<file path="src/rtl/bram_capture_ctrl.sv">
// Sample capture controller for a single-port BRAM: records a burst of samples, then serves indexed reads.
// Build option: define BRAM_CAPTURE_WRAP_EN for circular capture (keeps the newest RAM_DEPTH samples).
module bram_capture_ctrl #(
    parameter int RAM_WIDTH  = 18,
    parameter int RAM_DEPTH  = 1024,
    parameter int RD_LATENCY = 2,
    // Bits needed to hold RAM_DEPTH-1.
    localparam int ADDR_W = (RAM_DEPTH > 1) ? $clog2(RAM_DEPTH) : 1
) (
    input  logic                 clk,
    input  logic                 rst_n,
    input  logic                 i_start,
    input  logic                 i_stop,
    input  logic                 i_valid,
    input  logic [RAM_WIDTH-1:0] i_data,
    input  logic                 i_rd_req,
    input  logic [ADDR_W-1:0]    i_rd_addr,
    input  logic                 i_clear,
    output logic                 o_ram_ena,
    output logic                 o_ram_wea,
    output logic                 o_ram_regcea,
    output logic                 o_ram_rsta,
    output logic [ADDR_W-1:0]    o_ram_addr,
    output logic [RAM_WIDTH-1:0] o_ram_din,
    input  logic [RAM_WIDTH-1:0] i_ram_dout,
    output logic                 o_rd_valid,
    output logic [RAM_WIDTH-1:0] o_rd_data,
    output logic                 o_busy,
    output logic                 o_done,
    output logic [ADDR_W:0]      o_count
);

`ifdef BRAM_CAPTURE_WRAP_EN
    localparam bit WRAP_EN = 1'b1;
`else
    localparam bit WRAP_EN = 1'b0;
`endif

    localparam logic [ADDR_W-1:0] LAST_ADDR = ADDR_W'(RAM_DEPTH - 1);
    localparam logic [ADDR_W:0]   DEPTH_W   = (ADDR_W + 1)'(RAM_DEPTH);

    typedef enum logic [1:0] {
        S_IDLE    = 2'd0,
        S_CAPTURE = 2'd1,
        S_DONE    = 2'd2
    } state_t;

    state_t                r_state;
    state_t                w_next;
    logic [ADDR_W-1:0]     r_wr_ptr;
    logic [ADDR_W:0]       r_count;
    logic                  r_wrapped;
    logic [RD_LATENCY-1:0] r_vpipe;

    logic                  w_wr;
    logic                  w_rd;
    logic                  w_last;
    logic [ADDR_W:0]       w_rd_sum;
    logic [ADDR_W:0]       w_rd_mod;
    logic [ADDR_W-1:0]     w_rd_phys;

    // Strobes are gated by rst_n so nothing reaches the RAM in a reset cycle.
    assign w_wr   = rst_n && (r_state == S_CAPTURE) && i_valid;
    assign w_rd   = rst_n && (r_state == S_DONE) && i_rd_req;
    assign w_last = (r_wr_ptr == LAST_ADDR);

    // Once wrapped, the oldest sample sits at wr_ptr.
    assign w_rd_sum  = {1'b0, r_wr_ptr} + {1'b0, i_rd_addr};
    assign w_rd_mod  = (w_rd_sum >= DEPTH_W) ? (w_rd_sum - DEPTH_W) : w_rd_sum;
    assign w_rd_phys = r_wrapped ? w_rd_mod[ADDR_W-1:0] : i_rd_addr;

    always_comb begin
        w_next = r_state;
        case (r_state)
            S_IDLE:    if (i_start) w_next = S_CAPTURE;
            S_CAPTURE: if (i_stop || (w_wr && w_last && !WRAP_EN)) w_next = S_DONE;
            S_DONE:    if (i_clear) w_next = S_IDLE;
            default:   w_next = S_IDLE;
        endcase
    end

    always_ff @(posedge clk) begin
        if (!rst_n) begin
            r_state   <= S_IDLE;
            r_wr_ptr  <= '0;
            r_count   <= '0;
            r_wrapped <= 1'b0;
            r_vpipe   <= '0;
        end else begin
            r_state    <= w_next;
            r_vpipe[0] <= w_rd;
            for (int i = 1; i < RD_LATENCY; i++) begin
                r_vpipe[i] <= r_vpipe[i-1];
            end
            if ((r_state == S_DONE) && i_clear) begin
                r_wr_ptr  <= '0;
                r_count   <= '0;
                r_wrapped <= 1'b0;
            end else if (w_wr) begin
                r_wr_ptr <= w_last ? '0 : r_wr_ptr + 1'b1;
                if (w_last && WRAP_EN) begin
                    r_wrapped <= 1'b1;
                end
                if (r_count != DEPTH_W) begin
                    r_count <= r_count + 1'b1;
                end
            end
        end
    end

    assign o_ram_ena    = w_wr || w_rd;
    assign o_ram_wea    = w_wr;
    assign o_ram_addr   = w_wr ? r_wr_ptr : w_rd_phys;
    assign o_ram_din    = i_data;
    assign o_ram_regcea = 1'b1;
    assign o_ram_rsta   = ~rst_n;

    assign o_rd_valid = rst_n && r_vpipe[RD_LATENCY-1];
    assign o_rd_data  = i_ram_dout;
    assign o_busy     = rst_n && (r_state == S_CAPTURE);
    assign o_done     = rst_n && (r_state == S_DONE);
    assign o_count    = r_count;

endmodule

</file>
<file path="config.mk">
export PLATFORM = sky130hd
export DESIGN_NAME = bram_capture_ctrl
export DESIGN_NICKNAME = d
export VERILOG_FILES = /design/src/rtl/bram_capture_ctrl.sv
export SDC_FILE = /design/constraint.sdc
export NUM_CORES = 1
export LEC_CHECK = 0
export ABC_AREA = 1
export CORE_MARGIN = 3
export CORE_UTILIZATION = 35
export DETAILED_ROUTE_END_ITERATION = 10
export PLACE_DENSITY = 0.77
export SLEW_MARGIN = 20
export SYNTH_ARGS = -nofsm -noshare
export SYNTH_HDL_FRONTEND = slang
export SYNTH_SLANG_ARGS = --single-unit
</file>
<file path="constraint.sdc">
create_clock -name clk -period 2 [get_ports clk]
set_input_delay 0.4 -clock clk [delete_from_list [all_inputs] [get_ports clk]]
set_output_delay 0.4 -clock clk [all_outputs]
set_load 0.02 [all_outputs]
</file>
# Yosys cells after proc, flatten, opt, wreduce, memory -nomap -nowiden
# Index checks and enable logic that the tools add are counted.
# W data, S select, Z words.
dict set report word_totals {
  reg_bits 25
  inputBits 53
  out_inout_bits 64
  elab_cells 33
}
dict set report classes {
  n_addsub 2
  n_eq_ne 7
  n_mux 6
  bitwise 1
  reduce_logical 13
}
# cell n
set ops {}
lappend ops {{$mux W10} 2}
lappend ops {{$add A11 B1 Y11 const B} 1}
lappend ops {{$ne A11 B11 Y1 const B} 1}
lappend ops {{$add A10 B1 Y10 const B} 1}
lappend ops {{$eq A10 B10 Y1 const B} 1}
lappend ops {{$logic_and A1 B1 Y1} 7}
lappend ops {{$mux W2} 3}
lappend ops {{$pmux W2 S3} 1}
lappend ops {{$ne A2 B2 Y1 const B} 2}
lappend ops {{$reduce_and A3 Y1} 1}
lappend ops {{$eq A2 B1 Y1 const B} 1}
lappend ops {{$eq A2 B2 Y1 const B} 1}
lappend ops {{$logic_not A2 Y1} 1}
lappend ops {{$logic_or A1 B1 Y1} 2}
lappend ops {{$ne A2 B1 Y1 const B} 1}
lappend ops {{$reduce_and A2 Y1} 1}
lappend ops {{$reduce_or A2 Y1} 1}
lappend ops {{$not A1 Y1} 1}

# Longest topological paths before layout
dict set report logic_depth {
  word_depth 7
  ltp_mapped 10
  mapped_depth_nobuf 10
}

# Least setup slack after synthesis
# OpenSTA, ideal clock, no wires.
dict set report synth_path {
  kind {reg2out}
  startpoint {register r_state[1]}
  endpoint {output port o_ram_addr[0]}
  arrival_time_ns 1.268
  required_time_ns 1.600
  path_slack_ns 0.332
  stages_incl_launch_ff 5
  n_path_buf 1
  cell_sequence {dfxtp_1 inv_1 nand4_4 clkbuf_1 o21ai_0}
}
dict set report synth_between {
  elab_chain_len 4
}
# item line
set synth_rtl {}
lappend synth_rtl {{start, declared} 48} ;# state_t r_state;
lappend synth_rtl {{start signal, assigned} 90} ;# r_state <= w_next;
lappend synth_rtl {{$eq A2 B1 Y1} 63} ;# assign w_wr = rst_n && (r_state == S_CAPTURE) && i_valid;
lappend synth_rtl {{$logic_and A1 B1 Y1 (2 in series)} 63}
lappend synth_rtl {{$mux W10} 113} ;# assign o_ram_addr = w_wr ? r_wr_ptr : w_rd_phys;
lappend synth_rtl {{end, declared} 23} ;# output logic [ADDR_W-1:0] o_ram_addr,
# No other way between the ends.

# Worst setup path after layout
dict set report layout_path {
  startpoint {input port rst_n}
  endpoint {output port o_rd_valid}
}
dict set report layout_between {
  elab_chain_len 1
}
# item line
set layout_rtl {}
lappend layout_rtl {{start, declared} 11} ;# input logic rst_n,
lappend layout_rtl {{$logic_and A1 B1 Y1} 118} ;# assign o_rd_valid = rst_n && r_vpipe[RD_LATENCY-1];
lappend layout_rtl {{end, declared} 26} ;# output logic o_rd_valid,
# No other way between the ends.

==> impl_metrics.tcl <==
set metrics [dict create \
    synth_area_leaders "dfxtp_1, buf_4, nand2_1" \
    final_area_um2 2127 \
    rr_worst_depth 11 \
    antenna_found_initial 0 \
    crit_type "in -> out" \
    place_area_um2 2078 \
    h-tree-depth 1 \
    cts_buffers 3 \
    dr_total_vias 1640 \
    io_pins 117 \
    post_drt_wl_per_cell_um 10.32 \
    clock.fmax_mhz 522.7 \
    hold_violations 0 \
    rsz0062_at_grt "false" \
    layout_commonest_cell "nand2_1" \
    pre_cts_slack_ns -0.4994 \
    reg2reg_slack_ns 0.36 \
    drv_slew 0 \
    dr.pass1.iters 6 \
    numPortBuffers 43 \
    fin_crit_sh_pct 95.65 \
    die_y_um 77.28 \
    grt_max_degree 14 \
    r2r-end "r_wr_ptr[9]" \
    yosysTopAreaCellShare_pct 28.15 \
    clock_sinks 25 \
    n_fill_cell 518 \
    die_area_um2 5971 \
    synth_cell_types 25 \
    endpoint_kind "output pin" \
    drive_gt1_share_pct 12.12 \
    setup_ws_ns 0.08703 \
    slowest_stage "clkdlybuf4s50_1" \
    min_to "r_vpipe[1]" \
    start_kind "primary input" \
    worstPathArrival_ns 1.51 \
    clk_pin_slew_ns 0.09 \
    grt_pass1_vias 1493 \
    cts_tree "done" \
    cts_root_buf "clkbuf_8" \
    startpoint "rst_n" \
    finalSetupViolCount 0 \
    place_congestion 0.8418 \
    drtIter0Drc 79 \
    power_density_nw_per_um2 628.9 \
    drc 0 \
    outcome "completed" \
    worstPathCellList "dlygate4sd2_1 > buf_4 > nand2_1 > inv_1 > clkdlybuf4s50_1" \
    num-nets-final 354 \
    crit_path_max_fanout 6 \
    leakage_nw 0.9009 \
    start_util_pct 36.91 \
    syn_area_um2 1778 \
    synth-seq-area-share_pct 28.15 \
    finClkSkew_ns 0.001774 \
    synth_nets 333 \
    grt_usage_pct 12.88 \
    overflow 0 \
    fin_cells 364 \
    cts_hold_buf 0 \
    dp_hpwl_mm 2.808 \
    cts_buffer_depth 2 \
    drt-total-wl_mm 3.758 \
    diodes 0 \
    hold_ws_ns 0.4344 \
    maxCapViolCount 0 \
    syn_to_final_growth_pct 19.63 \
    r2r-start "r_state[1]" \
    grt_pass1_wl_mm 6.472 \
    yosysTopAreaCell "dfxtp_1" \
    core_um2 4817 \
    avgViaCountPerCell 4.505 \
    required_ns 1.60 \
    netlist_instances 277 \
    hold_depth 2 \
    layout_common_cells "nand2_1, nor2_1, inv_1" \
    rows 25 \
    fin_crit_ns 1.913 \
    avgSynthCellArea_um2 6.419 \
    final_antenna_net_count 0 \
    yosysWarnings 0 \
    crit_path_max_incr_delay_ns 0.60 \
    worstHoldStart "r_vpipe[0]" \
    fp.dieW_um 77.28 \
    peakVddDrop_v 0.0004114 \
    placed_cells 356 \
    holdCritPathClass "reg -> reg" \
    synth-seq-cells 25 \
    clkLatencyLatePin_ns 0.26 \
]
Yosys cell counts:
cell       n
buf_4     39
dfxtp_1   25
o21ai_0   13
conb_1     1
nand3_1   12
buf_2      3
or2_2      2
xor2_1     4
nand2_2    1
nand4_4    1
clkinv_2   1
nand4_1    7
inv_1     30
a21oi_1   15
nand2_1   71
nor3_2     1
xnor2_1    3
nor2_2     1
nor3b_1    1
ha_1       3
o21ai_2    1
clkbuf_1   3
nor3_1     5
o21ai_1    2
nor2_1    32
how the worst max path moves through the flow:
stage / slack (ns) / cells past startpoint / to
2_1_floorplan: 0.33 / 4 / o_ram_addr[0]
3_3_place_gp: -0.49 / 5 / o_ram_ena
3_5_place_dp: -0.50 / 6 / o_ram_ena
4_1_cts: 0.02 / 7 / o_ram_addr[8]
5_1_grt: 0.007 / 7 / o_ram_addr[1]
6_report: 0.09 / 5 / o_rd_valid
stage by stage:
step	setup TNS [ns]	utilization [%]	total power [mW]
floorplan	0	-	0.9274
global placement	-6.481	43.14	1.050
detailed placement	-6.741	43.14	1.052
CTS	0	44.29	1.352
global route	0	44.16	1.429
finish	0	44.16	1.338
flip-flops by register name, indices dropped and copies added (netlist names):
signal	flops
r_state	2
o_count	11
r_wr_ptr	10
r_vpipe	2
final cells by class:
class / count / area (um^2) / share of cell area [%]
well taps: 67 / 83.83 / 3.941
repair buffers: 61 / 538.0 / 25.29
flip-flops and latches: 25 / 501.7 / 23.59
inverters: 31 / 117.6 / 5.529
multi-input cells: 176 / 840.8 / 39.53
clock buffers: 4 / 45.04 / 2.118
cell families after synthesis:
kind of cell    share of synthesized area (%)
xor+xnor                                3.448
compound gates                          8.937
simple gates                            32.58
fa+ha+maj                               2.111
buf+inv                                 24.56
other cells                            0.2109
flops                                   28.15
timing repair:
| item | in CTS | in global routing |
|---|---|---|
| setup endpoints to repair | 16 | 4 |
| buffers inserted | 4 | 0 |
| gates resized for setup | 27 | 8 |
| pin swaps | 1 | 0 |
layer usage:
metal	vias up	GRT usage [%]	share of wire, %	routed length (um)
li1	870	-	-	-
met1	724	15.92	47	1752
met2	44	21.59	46	1739
met3	2	3.521	6.6	248
met4	0	4.093	0.48	18
met5	-	0	0	0
worst max-delay path, delay by kind of cell:
family                 cells  cell delay, ns
and+or+nand+nor            1            0.05
buffers and inverters      4            1.07
power by group:
part           internal [mW]  total, mW  switching (mW)
registers              0.529      0.564          0.0351
logic                  0.217      0.472           0.255
clock network          0.142      0.301           0.159
Power figures use the tool's default switching activity.
